===== src/rtl/riscv_pkg.sv =====
// Shared definitions for the RISC-V front end.
//   NOP_INSTR      : canonical bubble instruction (addi x0,x0,0)
//   fetch_state_t  : debug view of the fetch unit's occupancy
//   fetch_state()  : maps the resp/hold valid flags onto fetch_state_t
package riscv_pkg;

  localparam logic [31:0] NOP_INSTR = 32'h0000_0013;

  typedef enum logic [1:0] {
    FETCH_EMPTY = 2'd0,
    FETCH_RUN   = 2'd1,
    FETCH_HOLD  = 2'd2
  } fetch_state_t;

  function automatic fetch_state_t fetch_state(input logic resp_valid,
                                               input logic hold_valid);
    if (!resp_valid)     return FETCH_EMPTY;
    else if (hold_valid) return FETCH_HOLD;
    else                 return FETCH_RUN;
  endfunction

endpackage


===== src/rtl/if_fetch_unit.sv =====
// Instruction-fetch stage: owns the PC, drives a synchronous 1-cycle-latency
// instruction memory and presents the pc / instr / pc+4 triple to IF/ID.
// A one-entry hold buffer keeps the output stable under stall; a redirect
// kills the current output and restarts fetch at the (word-aligned) target.
//
// Ports:
//   clk, rst          clock, synchronous active-high reset
//   stall_f           downstream not accepting the current output
//   redirect_valid    taken branch/jump from EX
//   redirect_target   restart address
//   imem_req          imem read enable this cycle
//   imem_addr         imem read address
//   imem_rdata        data for the address requested in the previous cycle
//   pc_f              PC of the presented instruction
//   instr_f           presented instruction (NOP_INSTR when not valid)
//   pc_plus4_f        pc_f + 4 (wraps)
//   valid_f           presented instruction is real
//   misalign_err      sticky: some redirect target had bits [1:0] != 0
module if_fetch_unit
  import riscv_pkg::*;
#(
  parameter int               WIDTH     = 32,
  parameter logic [WIDTH-1:0] RESET_PC  = '0,
  parameter logic [WIDTH-1:0] NOP_INSTR = WIDTH'(riscv_pkg::NOP_INSTR)
) (
  input  logic             clk,
  input  logic             rst,
  input  logic             stall_f,
  input  logic             redirect_valid,
  input  logic [WIDTH-1:0] redirect_target,
  output logic             imem_req,
  output logic [WIDTH-1:0] imem_addr,
  input  logic [WIDTH-1:0] imem_rdata,
  output logic [WIDTH-1:0] pc_f,
  output logic [WIDTH-1:0] instr_f,
  output logic [WIDTH-1:0] pc_plus4_f,
  output logic             valid_f,
  output logic             misalign_err
);

  logic [WIDTH-1:0] req_pc;
  logic [WIDTH-1:0] resp_pc;
  logic             resp_valid;
  logic [WIDTH-1:0] hold_instr;
  logic             hold_valid;
  logic [WIDTH-1:0] target_al;
  logic             hold_fill;
  fetch_state_t     state;

  assign state     = fetch_state(resp_valid, hold_valid);
  assign target_al = {redirect_target[WIDTH-1:2], 2'b00};

  // RUN -> HOLD: capture the memory output before it is lost, since the
  // memory is not re-read while stalled.
  assign hold_fill = !rst && !redirect_valid && stall_f && (state == FETCH_RUN);

  // Request side: a redirect always issues, even when stalled.
  assign imem_req  = !rst && (redirect_valid || !stall_f);
  assign imem_addr = redirect_valid ? target_al : req_pc;

  // Presentation side: the redirect kills whatever is currently shown.
  assign valid_f    = (state != FETCH_EMPTY) && !redirect_valid;
  assign instr_f    = !valid_f ? NOP_INSTR
                    : ((state == FETCH_HOLD) ? hold_instr : imem_rdata);
  assign pc_f       = resp_pc;
  assign pc_plus4_f = resp_pc + WIDTH'(4);

  // Fetch control: request/response PCs and occupancy flags
  always_ff @(posedge clk) begin
    if (rst) begin
      req_pc       <= RESET_PC;
      resp_pc      <= RESET_PC;
      resp_valid   <= 1'b0;
      hold_valid   <= 1'b0;
      misalign_err <= 1'b0;
    end else if (redirect_valid) begin
      req_pc       <= target_al + WIDTH'(4);
      resp_pc      <= target_al;
      resp_valid   <= 1'b1;
      hold_valid   <= 1'b0;
      if (redirect_target[1:0] != 2'b00) misalign_err <= 1'b1;
    end else if (!stall_f) begin
      req_pc     <= req_pc + WIDTH'(4);
      resp_pc    <= req_pc;
      resp_valid <= 1'b1;
      hold_valid <= 1'b0;
    end else if (hold_fill) begin
      hold_valid <= 1'b1;
    end
  end

  // Hold buffer data: only meaningful while hold_valid is set
  always_ff @(posedge clk) begin
    if (hold_fill) hold_instr <= imem_rdata;
  end

endmodule

===== config.mk =====
export PLATFORM = sky130hd
export DESIGN_NAME = if_fetch_unit
export DESIGN_NICKNAME = d
export VERILOG_FILES = /design/src/rtl/riscv_pkg.sv /design/src/rtl/if_fetch_unit.sv
export SDC_FILE = /design/constraint.sdc
export NUM_CORES = 1
export LEC_CHECK = 0
export ABC_AREA = 1
export ABC_CLOCK_PERIOD_IN_PS = 4600
export CORE_ASPECT_RATIO = 1.2
export CORE_UTILIZATION = 46
export CTS_CLUSTER_SIZE = 25
export DETAILED_ROUTE_END_ITERATION = 8
export GPL_TIMING_DRIVEN = 1
export PLACE_DENSITY = 0.82
export SYNTH_ARGS = -nofsm -noshare
export SYNTH_HDL_FRONTEND = slang
export SYNTH_SLANG_ARGS = --single-unit

===== constraint.sdc =====
create_clock -name clk -period 4.6 [get_ports clk]
set_input_delay 0.46 -clock clk [delete_from_list [all_inputs] [get_ports clk]]
set_output_delay 0.46 -clock clk [all_outputs]
set_load 0.02 [all_outputs]

# Word level (Yosys, flattened, before mapping)
# Cells that the tools add are included.
# op_classes
bitwise_logic	1
eq_ne	3
reduce_logical	14
mux	11
addsub	3
# op_table
op	count
32-bit two-way mux	7
32-bit by 3-bit adder with 32-bit output (second input constant)	3
1-bit logical AND	5
2-bit two-way mux	2
2-bit nonzero test	2
1-bit zero test	3
3-bit OR reduction	1
2-bit by 1-bit equality test with 1-bit output (second input constant)	1
2-bit equality test (second input constant)	1
1-bit two-way mux	2
2-bit by 1-bit != test with 1-bit output (second input constant)	1
2-bit AND reduction	1
2-bit OR reduction	1
1-bit logical OR	1
1-bit NOT	1
# word_totals
output_inout_bits	131
input_bits	68
ff_bits	99
wordCells	39

# Logic depth before layout (Yosys ltp)
# logic_depth
word_depth	5
depth_mapped	14
mapped_depth_nobuf	13

# Worst setup path before layout
# OpenSTA, ideal clock, no wires.
# synth_path
path_type	input port to flip-flop
from	in redirect_valid
to	reg hold_instr[0], enable pin
t_arrival_ps	3512
setup_ps	461
path_slack_ps	627
required_ps	4139
n_path_buf	2
cell_stages	7
path_cell_list	inv_2 buf_2 nand2_1 nor2_2 inv_1 clkbuf_1 nor3_1
# synth_via
elab_chain_cells	4
# synth_rtl
element	line_no	source
from (decl)	if_fetch_unit.sv:29	input logic redirect_valid,
1-bit zero test	if_fetch_unit.sv:55	assign hold_fill = !rst && !redirect_valid && stall_f && (state == FETCH_RUN);
1-bit logical AND (3 in a row)	if_fetch_unit.sv:55	
named net hold_fill	if_fetch_unit.sv:47	logic hold_fill;
to (signal assigned)	if_fetch_unit.sv:94	if (hold_fill) hold_instr <= imem_rdata;
to (decl)	if_fetch_unit.sv:44	logic [WIDTH-1:0] hold_instr;
# The timed path passes the listed nets, and every way through them passes these cells.
# A chain may end at the register's enable or synchronous reset.

# Worst setup path in the final report
# layout_path
from	reg hold_valid
to	out instr_f[28]
# layout_via
elab_chain_cells	5
word_cells_on_any_way	7
cone_classes	eq/ne (1); mux (4); reduce/logical (2)
# layout_rtl
element	line_no	source
from (decl)	if_fetch_unit.sv:45	logic hold_valid;
from (signal assigned)	if_fetch_unit.sv:74	hold_valid <= 1'b0;
from (signal assigned)	if_fetch_unit.sv:80	hold_valid <= 1'b0;
from (signal assigned)	if_fetch_unit.sv:86	hold_valid <= 1'b0;
2-bit two-way mux *	riscv_pkg.sv:18	else if (hold_valid) return FETCH_HOLD;
2-bit two-way mux *	riscv_pkg.sv:17	if (!resp_valid) return FETCH_EMPTY;
2-bit equality test or 2-bit nonzero test (tied branches)	if_fetch_unit.sv:64, if_fetch_unit.sv:62	
32-bit two-way mux or 1-bit logical AND (tied branches)	if_fetch_unit.sv:64, if_fetch_unit.sv:62	
32-bit two-way mux *	if_fetch_unit.sv:63	assign instr_f = !valid_f ? NOP_INSTR
to (decl)	if_fetch_unit.sv:35	output logic [WIDTH-1:0] instr_f,
# Mark *: on every way between the ends. The rest lies on a longest branch, timed or not.

==> flow_summary.toml <==
[status]
status = "completed"

[finish]
layout.nets = 1046
syn2layout_area_growth_pct = 40.1
antenna_cells = 0
drive_gt1_share_pct = 7.75
stdcell_count = 1138

[critical_path]
worst_path_most_repeated_cell = "nor2_1"
cp_num_buf_inv = 2
rr_endpoint = "req_pc[24]"
critical_path_required_ps = 4140
cp-start-kind = "flip-flop"
critPathMaxStageDelay_ps = 660
cp-end-kind = "output pin"
cp_slowest_cell = "dfxtp_1"
arrival_ps = 2900
worstSetupPathType = "reg -> out"
r2r_start = "req_pc[2]"
path_max_fanout = 19
crit_chain = "nand2_1 -> inv_1 -> nor2_1 -> nor2_1 -> clkdlybuf4s50_1"
reg2reg_depth = 10
rrSetupSlack_ps = 2760
cp_top_family = "buffers and inverters"

[grt]
gr-total-overflow = 0
grt_use_total_pct = 27.9
grt_pass1_vias = 5648
antenna_found_initial = 0
grt_max_degree = 50
grt_pass1_wl_microns = 27100

[placement]
gp_congestion = 0.909
place_hpwl_microns = 13500
numPlacedInstances = 1122
io_buffers = 192
dpl_worst_slack_ps = 1510

[clock_tree]
hold_buffers = 0
ctsHtreeMaxLevel = 3
clk_pin_slew_ps = 70
cts_buffers = 9
ctsLongestPathBuffers = 2
clk_latency_ps = 350
postCtsSetupBuffers = 0
clock_sinks = 95
cts-root-buf = "clkbuf_16"
cts_resized = 0
cts_tree = "done"

[routing]
drc = 0
num_vias = 6015
drt-total-wl_microns = 18000
routed_via_density = 5.29
avgRoutedWirePerCell_microns = 15.8
ant_nets = 0
drt-initial-drc-count = 429
drt_first_pass_iters = 5

[timing]
setup_viol = 0
hold_viol = 0
fin_tns_setup_ps = 0
timing.final.crit_period_ps = 3360
slew_viol_final = 0
fin_ws_ps = 1240
fin_worst_skew_ps = 5.66
tightestPinTransition_ps = 813
rsz0062_at_grt = "false"
period_share_pct = 73.1
maxSlewHeadroom_pct = 45.7
fmax_mhz = 297

[hold_path]
holdPathEnd = "req_pc[24]"
whs_path_depth = 2
hold_class = "reg -> reg"
min_from = "req_pc[24]"

[pwr]
total_leakage_power_nw = 3.15
vdd_drop_max_v = 0.000188
p_per_area_nw_per_um2 = 284

[logic_synthesis]
synth_cells = 797
synthesis.area_sq_um = 5640
yosysSeqAreaShare_pct = 39.4
synth_seq_cells = 95
avgSynthCellArea_sq_um = 7.08
synth_warnings = 0
synth_cell_type_count = 38

[die]
die_w_microns = 103
initial_utilization_pct = 48.1
ios = 199
core_area_sq_um = 11700
fp-row-count = 43
dieHeight_microns = 123
dieArea_sq_um = 12700

[job]
maxCapViolCount = 0
per-stage QoR:
step	utilization [%]	cell area [sq um]	power, mW	hold WS [ps]
3_5_place_dp	64.9	7610	1.52	441
2_1_floorplan	-	5660	1.26	426
5_1_grt	67.4	7900	2.33	473
6_report	67.4	7900	2.25	450
3_3_place_gp	64.9	7610	1.51	437
4_1_cts	67.4	7900	2.25	455
synth_stat cells:
cell type,count,area share [%]
a211oi_1,5,0.67
a21oi_1,7,0.62
a22o_1,2,0.31
a31oi_1,3,0.33
and3b_1,1,0.16
buf_2,6,0.53
buf_4,6,0.80
buf_6,6,1.2
clkbuf_1,16,1.1
clkinv_1,1,0.066
conb_1,1,0.066
dfxtp_1,63,22
edfxtp_1,32,17
ha_1,2,0.44
inv_1,68,4.5
inv_2,4,0.27
nand2_1,218,15
nand2_2,23,2.6
nand2_4,5,1.0
nand3_1,49,4.3
nand3_2,1,0.18
nand4_1,18,2.0
nor2_1,120,8.0
nor2_2,7,0.78
nor2_4,5,1.0
nor2_8,2,0.71
nor3_1,14,1.2
nor3_2,4,0.71
nor4_1,4,0.44
o211ai_1,4,0.53
o21a_1,2,0.27
o21ai_0,46,4.1
o21ai_1,4,0.35
o21ai_2,5,0.78
o221ai_1,1,0.16
o22ai_1,13,1.4
xnor2_1,1,0.16
xor2_1,28,4.3
tightest hold or removal path, cell delays in order (launching register included):
cell     delay [ps]
dfxtp_1         310
nand2_1          60
nand2_1          40
how the worst max path moves through the flow:
stage | start | end | cells after the start
after floorplan | redirect_valid | hold_instr[0] | 7
after global placement | rst | imem_req | 5
after detailed placement | rst | imem_req | 5
after CTS | hold_valid | instr_f[28] | 5
after global routing | hold_valid | instr_f[10] | 5
final | hold_valid | instr_f[28] | 5
cells in the final DEF, fill, tap and decap left out, drive strengths merged, types with 28 or more instances in the layout:
master,netlist,final
clkdlybuf4s50,0,191
dfxtp,63,63
edfxtp,32,32
inv,72,73
nand2,246,246
nand3,50,50
nor2,134,134
o21ai,55,55
xor2,28,28
sequential cells by signal (all words and copies together), names as in the netlist:
register,cells
resp_valid,1
pc_f,30
hold_valid,1
misalign_err,1
req_pc,30
hold_instr,32
layout make-up:
| class | count | area, sq um |
|---|---|---|
| clock inverter | 6 | 60.1 |
| tap | 157 | 196 |
| sequential | 95 | 2220 |
| fill | 1046 | 3830 |
| timing repair buffer | 197 | 1950 |
| multi-input combinational | 600 | 2970 |
| inverter | 73 | 274 |
| clock buffer | 10 | 229 |
power by group:
group          leakage (nW)  switching [mW]  internal [mW]
logic                  2.21           0.318          0.239
registers             0.810          0.0374          0.911
clock network         0.138           0.320          0.420
total                  3.15           0.676           1.57
cell families after synthesis:
logic type / count (synthesis) / share of synthesized area, %
other cells: 1 / 0.0665
simple gates: 471 / 37.6
compound gates: 92 / 9.54
flops: 95 / 39.4
fa+ha+maj: 2 / 0.444
buf+inv: 107 / 8.45
xor+xnor: 29 / 4.50
per-layer routing:
layer  vias to the layer above  share of wire (%)  global-route usage (%)
met1                      2725                 38                    32.4
li1                       2951                  -                       -
met4                         0                2.3                    12.3
met5                         -                  0                       0
met2                       307                 49                    48.9
met3                        32                 10                    5.94
Note: power is estimated with default switching activity, not from simulation.
